## src/rtl/demux_pkg.sv

```systemverilog
// Shared constants and helpers for the 1:2 stream demultiplexer.
package demux_pkg;

    // Select encoding matches the 2:1 mux, so mux(demux(x)) == x for the same sel.
    localparam int unsigned SEL_A = 1;
    localparam int unsigned SEL_B = 0;

    // Only codes 0 and 1 route somewhere; anything else is dropped.
    function automatic logic sel_legal(input logic [31:0] sel);
        return (sel < 32'd2);
    endfunction

    // Saturation value of a drop counter that is w bits wide.
    function automatic int unsigned drop_cnt_max(input int unsigned w);
        if (w >= 32) begin
            return 32'hFFFF_FFFF;
        end
        return (32'd1 << w) - 32'd1;
    endfunction

endpackage

```

## src/rtl/demux_stream_out_slot.sv

```systemverilog
// One-beat output buffer behind a valid/ready handshake.
module demux_out_slot #(
    parameter int unsigned WIDTH = 32
) (
    input  logic             clk,
    input  logic             rst,
    input  logic             load,
    input  logic [WIDTH-1:0] din,
    output logic [WIDTH-1:0] dout,
    output logic             valid,
    input  logic             ready,
    output logic             free
);

    // Slot can take a beat when empty or when its beat leaves this cycle.
    always_comb begin
        free = !valid || ready;
    end

    // Load has priority; otherwise the held beat clears once the sink takes it.
    always_ff @(posedge clk) begin
        if (rst) begin
            valid <= 1'b0;
            dout  <= '0;
        end else if (load) begin
            valid <= 1'b1;
            dout  <= din;
        end else if (ready) begin
            valid <= 1'b0;
        end
    end

endmodule

```

## src/rtl/demux_stream.sv

```systemverilog
// 1:2 registered stream demultiplexer with illegal-select drop counting.
module demux_stream
    import demux_pkg::*;
#(
    parameter int unsigned WIDTH     = 32,
    parameter int unsigned SEL_WIDTH = 1,
    parameter int unsigned CNT_WIDTH = 8
) (
    input  logic                 clk,
    input  logic                 rst,
    input  logic [WIDTH-1:0]     din,
    input  logic [SEL_WIDTH-1:0] din_sel,
    input  logic                 din_valid,
    output logic                 din_ready,
    output logic [WIDTH-1:0]     a,
    output logic                 a_valid,
    input  logic                 a_ready,
    output logic [WIDTH-1:0]     b,
    output logic                 b_valid,
    input  logic                 b_ready,
    output logic                 drop,
    output logic [CNT_WIDTH-1:0] drop_cnt
);

    localparam logic [CNT_WIDTH-1:0] CNT_MAX = CNT_WIDTH'(drop_cnt_max(CNT_WIDTH));

    logic legal;
    logic to_a;
    logic to_b;
    logic a_free;
    logic b_free;
    logic accept;
    logic load_a;
    logic load_b;

    // Decode select; a stalled target blocks din even if the other port is free.
    always_comb begin
        legal     = sel_legal(32'(din_sel));
        to_a      = (din_sel == SEL_WIDTH'(SEL_A));
        to_b      = (din_sel == SEL_WIDTH'(SEL_B));
        din_ready = 1'b0;
        if (!rst) begin
            if (legal) begin
                din_ready = to_a ? a_free : b_free;
            end else begin
                din_ready = 1'b1;
            end
        end
        accept = din_valid && din_ready;
        load_a = accept && legal && to_a;
        load_b = accept && legal && to_b;
    end

    demux_out_slot #(.WIDTH(WIDTH)) u_slot_a (
        .clk   (clk),
        .rst   (rst),
        .load  (load_a),
        .din   (din),
        .dout  (a),
        .valid (a_valid),
        .ready (a_ready),
        .free  (a_free)
    );

    demux_out_slot #(.WIDTH(WIDTH)) u_slot_b (
        .clk   (clk),
        .rst   (rst),
        .load  (load_b),
        .din   (din),
        .dout  (b),
        .valid (b_valid),
        .ready (b_ready),
        .free  (b_free)
    );

    // Pulse on each discarded beat and count it, holding at the maximum.
    always_ff @(posedge clk) begin
        if (rst) begin
            drop     <= 1'b0;
            drop_cnt <= '0;
        end else begin
            drop <= accept && !legal;
            if (accept && !legal && (drop_cnt != CNT_MAX)) begin
                drop_cnt <= drop_cnt + CNT_WIDTH'(1);
            end
        end
    end

endmodule
```

## config.mk

```make
export PLATFORM = sky130hd
export DESIGN_NAME = demux_stream
export DESIGN_NICKNAME = d
export VERILOG_FILES = /design/src/rtl/demux_pkg.sv /design/src/rtl/demux_stream_out_slot.sv /design/src/rtl/demux_stream.sv
export SDC_FILE = /design/constraint.sdc
export NUM_CORES = 1
export LEC_CHECK = 0
export ABC_AREA = 1
export BUFFER_PORTS_ARGS = -buffer_cell sky130_fd_sc_hd__buf_2
export CAP_MARGIN = 20
export CORE_MARGIN = 1.5
export CORE_UTILIZATION = 46
export DETAILED_ROUTE_END_ITERATION = 12
export HOLD_SLACK_MARGIN = 0.03
export PLACE_DENSITY_LB_ADDON = 0.1
export SLEW_MARGIN = 5
export SYNTH_ARGS = -nofsm -noshare
export SYNTH_HDL_FRONTEND = slang
export SYNTH_HIERARCHICAL = 1
export SYNTH_SLANG_ARGS = --single-unit
```

## constraint.sdc

```tcl
create_clock -name clk -period 1.6 [get_ports clk]
set_clock_uncertainty 0.2 [all_clocks]
set_input_delay 0.24 -clock clk [delete_from_list [all_inputs] [get_ports clk]]
set_output_delay 0.24 -clock clk [all_outputs]
set_load 0.005 [all_outputs]
```

Yosys cells after proc, flatten, opt, wreduce, memory -nomap -nowiden:

Cells that the tools add are included.
Widths: inputs -> output; s select.

* logic and storage cells: 20
* input port bits: 38
* flip-flop bits (word level): 66

* mux-type cells: 6
* bitwise logic cells: 1
* reductions and logical operators: 9

Operators with widths (count)
* $mux 1: 6
* $reduce_bool 2->1: 2
* $logic_and 1x1->1: 3
* $logic_not 1->1: 2
* $logic_or 1x1->1: 2
* $not 1->1: 1

Depth between registers and ports, before layout:

* word-level depth: 7
* depth in mapped cells: 10

Modules after synthesis:

Netlist, hierarchy kept.

By module, submodules not included
* demux_out_slot: sequential area each 660.6 µm², cells each 143, area each 1152.4 µm², times used 2
* demux_stream: sequential area each 0.0 µm², cells each 19, area each 112.6 µm², times used 1

Worst setup path before layout:

Ideal clock, no wire load.

* path type: reg2reg
* start point: register u_slot_a.valid
* end point: register u_slot_b.dout[19]
* buffers on the path: 1
* data required time: 1.284 ns
* data arrival time: 1.173 ns
* clock period less this slack: 1.489 ns
* path slack: 0.111 ns
* cell stages (with the launch flop): 10
* path through: dfxtp_1 -> nand2_1 -> nand2_1 -> nand2_1 -> nand3_2 -> nor2_1 -> inv_2 -> buf_6 -> nor2_1 -> nor2_1

* cells in the longest elaborated chain, start to end: 6

RTL lines
* start, declared: RTL line demux_stream_out_slot.sv:10 `output logic valid,`
* start signal, assigned: RTL line demux_stream_out_slot.sv:23 `valid <= 1'b0;`
* start signal, assigned: RTL line demux_stream_out_slot.sv:26 `valid <= 1'b1;`
* start signal, assigned: RTL line demux_stream_out_slot.sv:29 `valid <= 1'b0;`
* $logic_not 1->1: RTL line demux_stream_out_slot.sv:17 `free = !valid || ready;`
* $logic_or 1x1->1: RTL line demux_stream_out_slot.sv:17
* named net a_free: RTL line demux_stream.sv:30 `logic a_free;`
* $mux 1: RTL line demux_stream.sv:44 `din_ready = to_a ? a_free : b_free;`
* $mux 1: RTL line demux_stream.sv:42 `if (!rst) begin`
* $logic_and 1x1->1: RTL line demux_stream.sv:49 `accept = din_valid && din_ready;`
* $logic_and 1x1->1: RTL line demux_stream.sv:51 `load_b = accept && legal && to_b;`
* named net load_b: RTL line demux_stream.sv:34 `logic load_b;`
* end signal, assigned: RTL line demux_stream_out_slot.sv:27 `dout <= din;`
* end, declared: RTL line demux_stream_out_slot.sv:9 `output logic [WIDTH-1:0] dout,`

The timed path passes the listed nets, and every way through them passes these cells.
A chain may end at the register's enable or synchronous reset.

Final worst setup path:

* start point: register u_slot_a.valid
* end point: register u_slot_a.dout[7]

* cells in the longest elaborated chain, start to end: 6

RTL lines
* $logic_not 1->1: RTL line demux_stream_out_slot.sv:17
* $logic_or 1x1->1: RTL line demux_stream_out_slot.sv:17
* named net a_free: RTL line demux_stream.sv:30
* $mux 1: RTL line demux_stream.sv:44
* $mux 1: RTL line demux_stream.sv:42
* $logic_and 1x1->1: RTL line demux_stream.sv:49
* $logic_and 1x1->1: RTL line demux_stream.sv:50 `load_a = accept && legal && to_a;`
* named net load_a: RTL line demux_stream.sv:33 `logic load_a;`
* end signal, assigned: RTL line demux_stream_out_slot.sv:27
* end, declared: RTL line demux_stream_out_slot.sv:9

The timed path passes the listed nets, and every way through them passes these cells.

==> reports/qor.csv <==
metric,value,unit
CP startpoint kind,flip-flop,
Setup CP Type,reg -> reg,
critical path capture point type,flip-flop,
antenna-violating nets left,0,
internal power,2860,uW
Die ar.,5700,sq um
global-route wire length before repair,10000,um
share of layout cells above drive strength 1,31.3,%
drt pass-1 iters,4,
# setup viols final,0,
Final Hold Vio Count,0,
cell row count,26,
Clock Latency Late Sink,0.32,ns
initial antenna violation count,0,
"Clk pin slew, worst setup/hold paths",0.07,ns
max-slew violation count,0,
antenna cells,0,
hold path cells,5,
total gr overflow,0,
fin crit period,1.56,ns
r2r setup slk,0.04,ns
Placer Congestion,0.803,
slowest cell delay on critical path,0.34,ns
synthesis-to-layout area growth,51.0,%
power per cell area,1010,nW/um^2
Crit path buffers/inverters,2,
crit-path cells,"nand2_2, nand2_2, nand2_2, nand3_4, nor2_4, buf_12, clkbuf_16, o21ai_0, nor2_1",
Initial Utilization,47.6,%
Root Driver,clkbuf_8,
status,"finished, final reports clean",
hold path endpoint,u_slot_a/dout[27],
mux cell area share after synthesis,0,%
DR WL/cell,12.9,um
Critical Path AT,1.57,ns
"Distinct cells, synth",13,
die height,75.5,um
switching share of power,22.7,%
Flop pwr share,47.6,%
synthesized area,2420,sq um
flip-flop and latch count after synthesis,66,
cell with the most instances after synthesis,nor2_1,
IO buf count,104,
worst hold path type,in -> reg,
io pins,114,
GRT busiest layer,met2,
final worst-path cycle share,97.3,%
Most used DFF post-synth,dfxtp_1,
post-synthesis compound-gate area fraction,13.9,%
ys async rst share,0,%
met3 global-route usage,5.42,%
DP Wirelength,4030,um
WL final,6770,um
Fill cells,414,
FF/Latch Area,1320,sq um
"Core Util, Final",71.9,%
largest net degree at the start of global routing,34,
GRT Util Overall,23.2,%
CP Max Fanout,7,
met2 Track Usage GR,37.5,%
Synth Area in Simple Gates,21.4,%
clock sink count,66,
Post-synth EDFFs,0,
largest family of logic cells by synthesized area,simple AND/OR/NAND/NOR gates,
Syn. warnings,6,
Clk pwr share,41.2,%
TritonCTS clock tree,built,
synth top area cells,"dfxtp_1 (55%), nor2_1 (20%), o21ai_0 (13%)",
share of the synthesized area in the top cell type,54.7,%
Iteration-0 DRC Markers,152,
Max Clk Rate,643,MHz
number of global-route vias before repair,2255,
"Seq/Total Area, Yosys",54.7,%
combinational share of power,11.2,%
met1 Usage GRT,28.7,%
Crit path top cell by count,nand2_2,
Post-Synth Adder-Cell Area,0,%
Crit Reg-Reg Endpoint,u_slot_a/dout[7],
R2R Path Start,u_slot_a/valid,
DRC Markers,0,
placed cell count,468,
area occupied by multi-input gates,923,sq um
CP top delay family,simple AND/OR/NAND/NOR gates,
Synth Area in XOR/XNOR,0,%
number of max-cap violations,0,
cell type with the largest total area after synthesis,dfxtp_1,
CTS Buffer Depth,2,
critical hold path startpoint,rst,
Post-Synthesis Cells,305,
nets@finish,487,
Lkg Pwr,0.00189,uW
Die W,75.5,um
Peak VDD IR,0.664,mV
htree depth,3,
CP max stage cell,dfxtp_2,
core area,5070,sq um
length in cells of the worst reg-to-reg path,9,
Critical Path RT,1.62,ns
Synth Area per Inst,7.93,sq um
NetSw,836,uW
via count,2530,
most common library cells after synthesis,"nor2_1 (130), dfxtp_1 (66), o21ai_0 (64), buf_4 (9)",
vias per cell,4.83,
Final Non-Filler Cells,524,
TritonCTS Buffers,9,
==> through the flow <==
step | power [uW] | instance area (sq um) | setup TNS, ns | hold WS, ns | setup slack [ns]
2_1_floorplan | 1950 | 2450 | 0 | 0.109 | 0.111
3_3_place_gp | 2090 | 2910 | -0.494 | 0.272 | -0.0250
3_5_place_dp | 2100 | 2910 | -2.19 | 0.279 | -0.0653
4_1_cts | 3670 | 3480 | 0 | 0.210 | 0.0171
5_1_grt | 3850 | 3650 | -0.198 | 0.262 | -0.0377
6_report | 3690 | 3650 | 0 | 0.226 | 0.0438
==> cell families (layout without fill, tap and decap cells) <==
kind of cell | count (synthesis) | count (layout)
compound gates | 67 | 67
buf+inv | 35 | 176
flops | 66 | 66
other cells | 1 | 9
simple gates | 136 | 136
==> sequential cells by signal, indices dropped and copies added, names as in the netlist <==
register        cells
u_slot_a/dout      32
u_slot_b/dout      32
u_slot_a/valid      1
u_slot_b/valid      1
==> worst reg2reg max path: cells and delay by family (launching register included) <==
kind / cells / cell delay [ns]
compound gates: 1 / 0.19
buf+inv: 2 / 0.30
flops: 1 / 0.34
simple gates: 6 / 0.42
==> layout by cell type, fill, tap and decap left out <==
cell,n
bufinv_16,2
inv_6,1
buf_6,2
inv_1,6
nor2_1,127
a21oi_1,3
inv_8,1
buf_4,5
clkbuf_1,4
buf_2,104
nor2_4,2
o21ai_1,8
conb_1,9
dfxtp_2,2
buf_8,1
clkbuf_16,3
dfxtp_1,64
nor2_2,1
o21ai_0,56
nand3_4,1
dlygate4sd3_1,35
buf_12,2
clkbuf_8,10
nand2_2,5
==> power groups by stage <==
stage / logic, uW / clock network [uW] / registers (uW)
after floorplan: 156 / 0 / 1800
after global placement: 304 / 0 / 1790
after detailed placement: 307 / 0 / 1790
after CTS: 374 / 1540 / 1750
after global routing: 466 / 1620 / 1760
final: 414 / 1520 / 1760
==> metal layers <==
layer / share of wire (%) / up-vias
met4: 1.4 / 0
met5: 0 / -
li1: - / 1247
met2: 49 / 91
met1: 44 / 1183
met3: 5.5 / 9
==> worst max path at each step <==
stage	from	to	slack, ns	cells past startpoint
3_3_place_gp	din_sel	u_slot_a/dout[4]	-0.02	9
2_1_floorplan	u_slot_a/valid	u_slot_b/dout[19]	0.11	9
6_report	u_slot_a/valid	u_slot_a/dout[7]	0.04	9
3_5_place_dp	din_sel	u_slot_a/dout[21]	-0.07	9
5_1_grt	u_slot_a/valid	u_slot_a/dout[7]	-0.04	9
4_1_cts	u_slot_a/valid	u_slot_a/dout[12]	0.02	8
==> area by class of cell <==
type	instances	area share, %
sequential	66	36.3
timing repair buffer	152	29.1
tap	70	2.40
multi-input combinational	212	25.3
clock buffer	14	4.18
clock inverter	2	1.64
inverter	8	1.17
==> timing repair <==
action,CTS,global route
pin swaps,0,7
setup endpoints to repair,16,65
resized for setup,2,29
setup buffers,0,2
hold buffers,35,0
gates cloned,0,3
endpoints found under the hold margin,66,0
(Power assumes the default switching activity.)
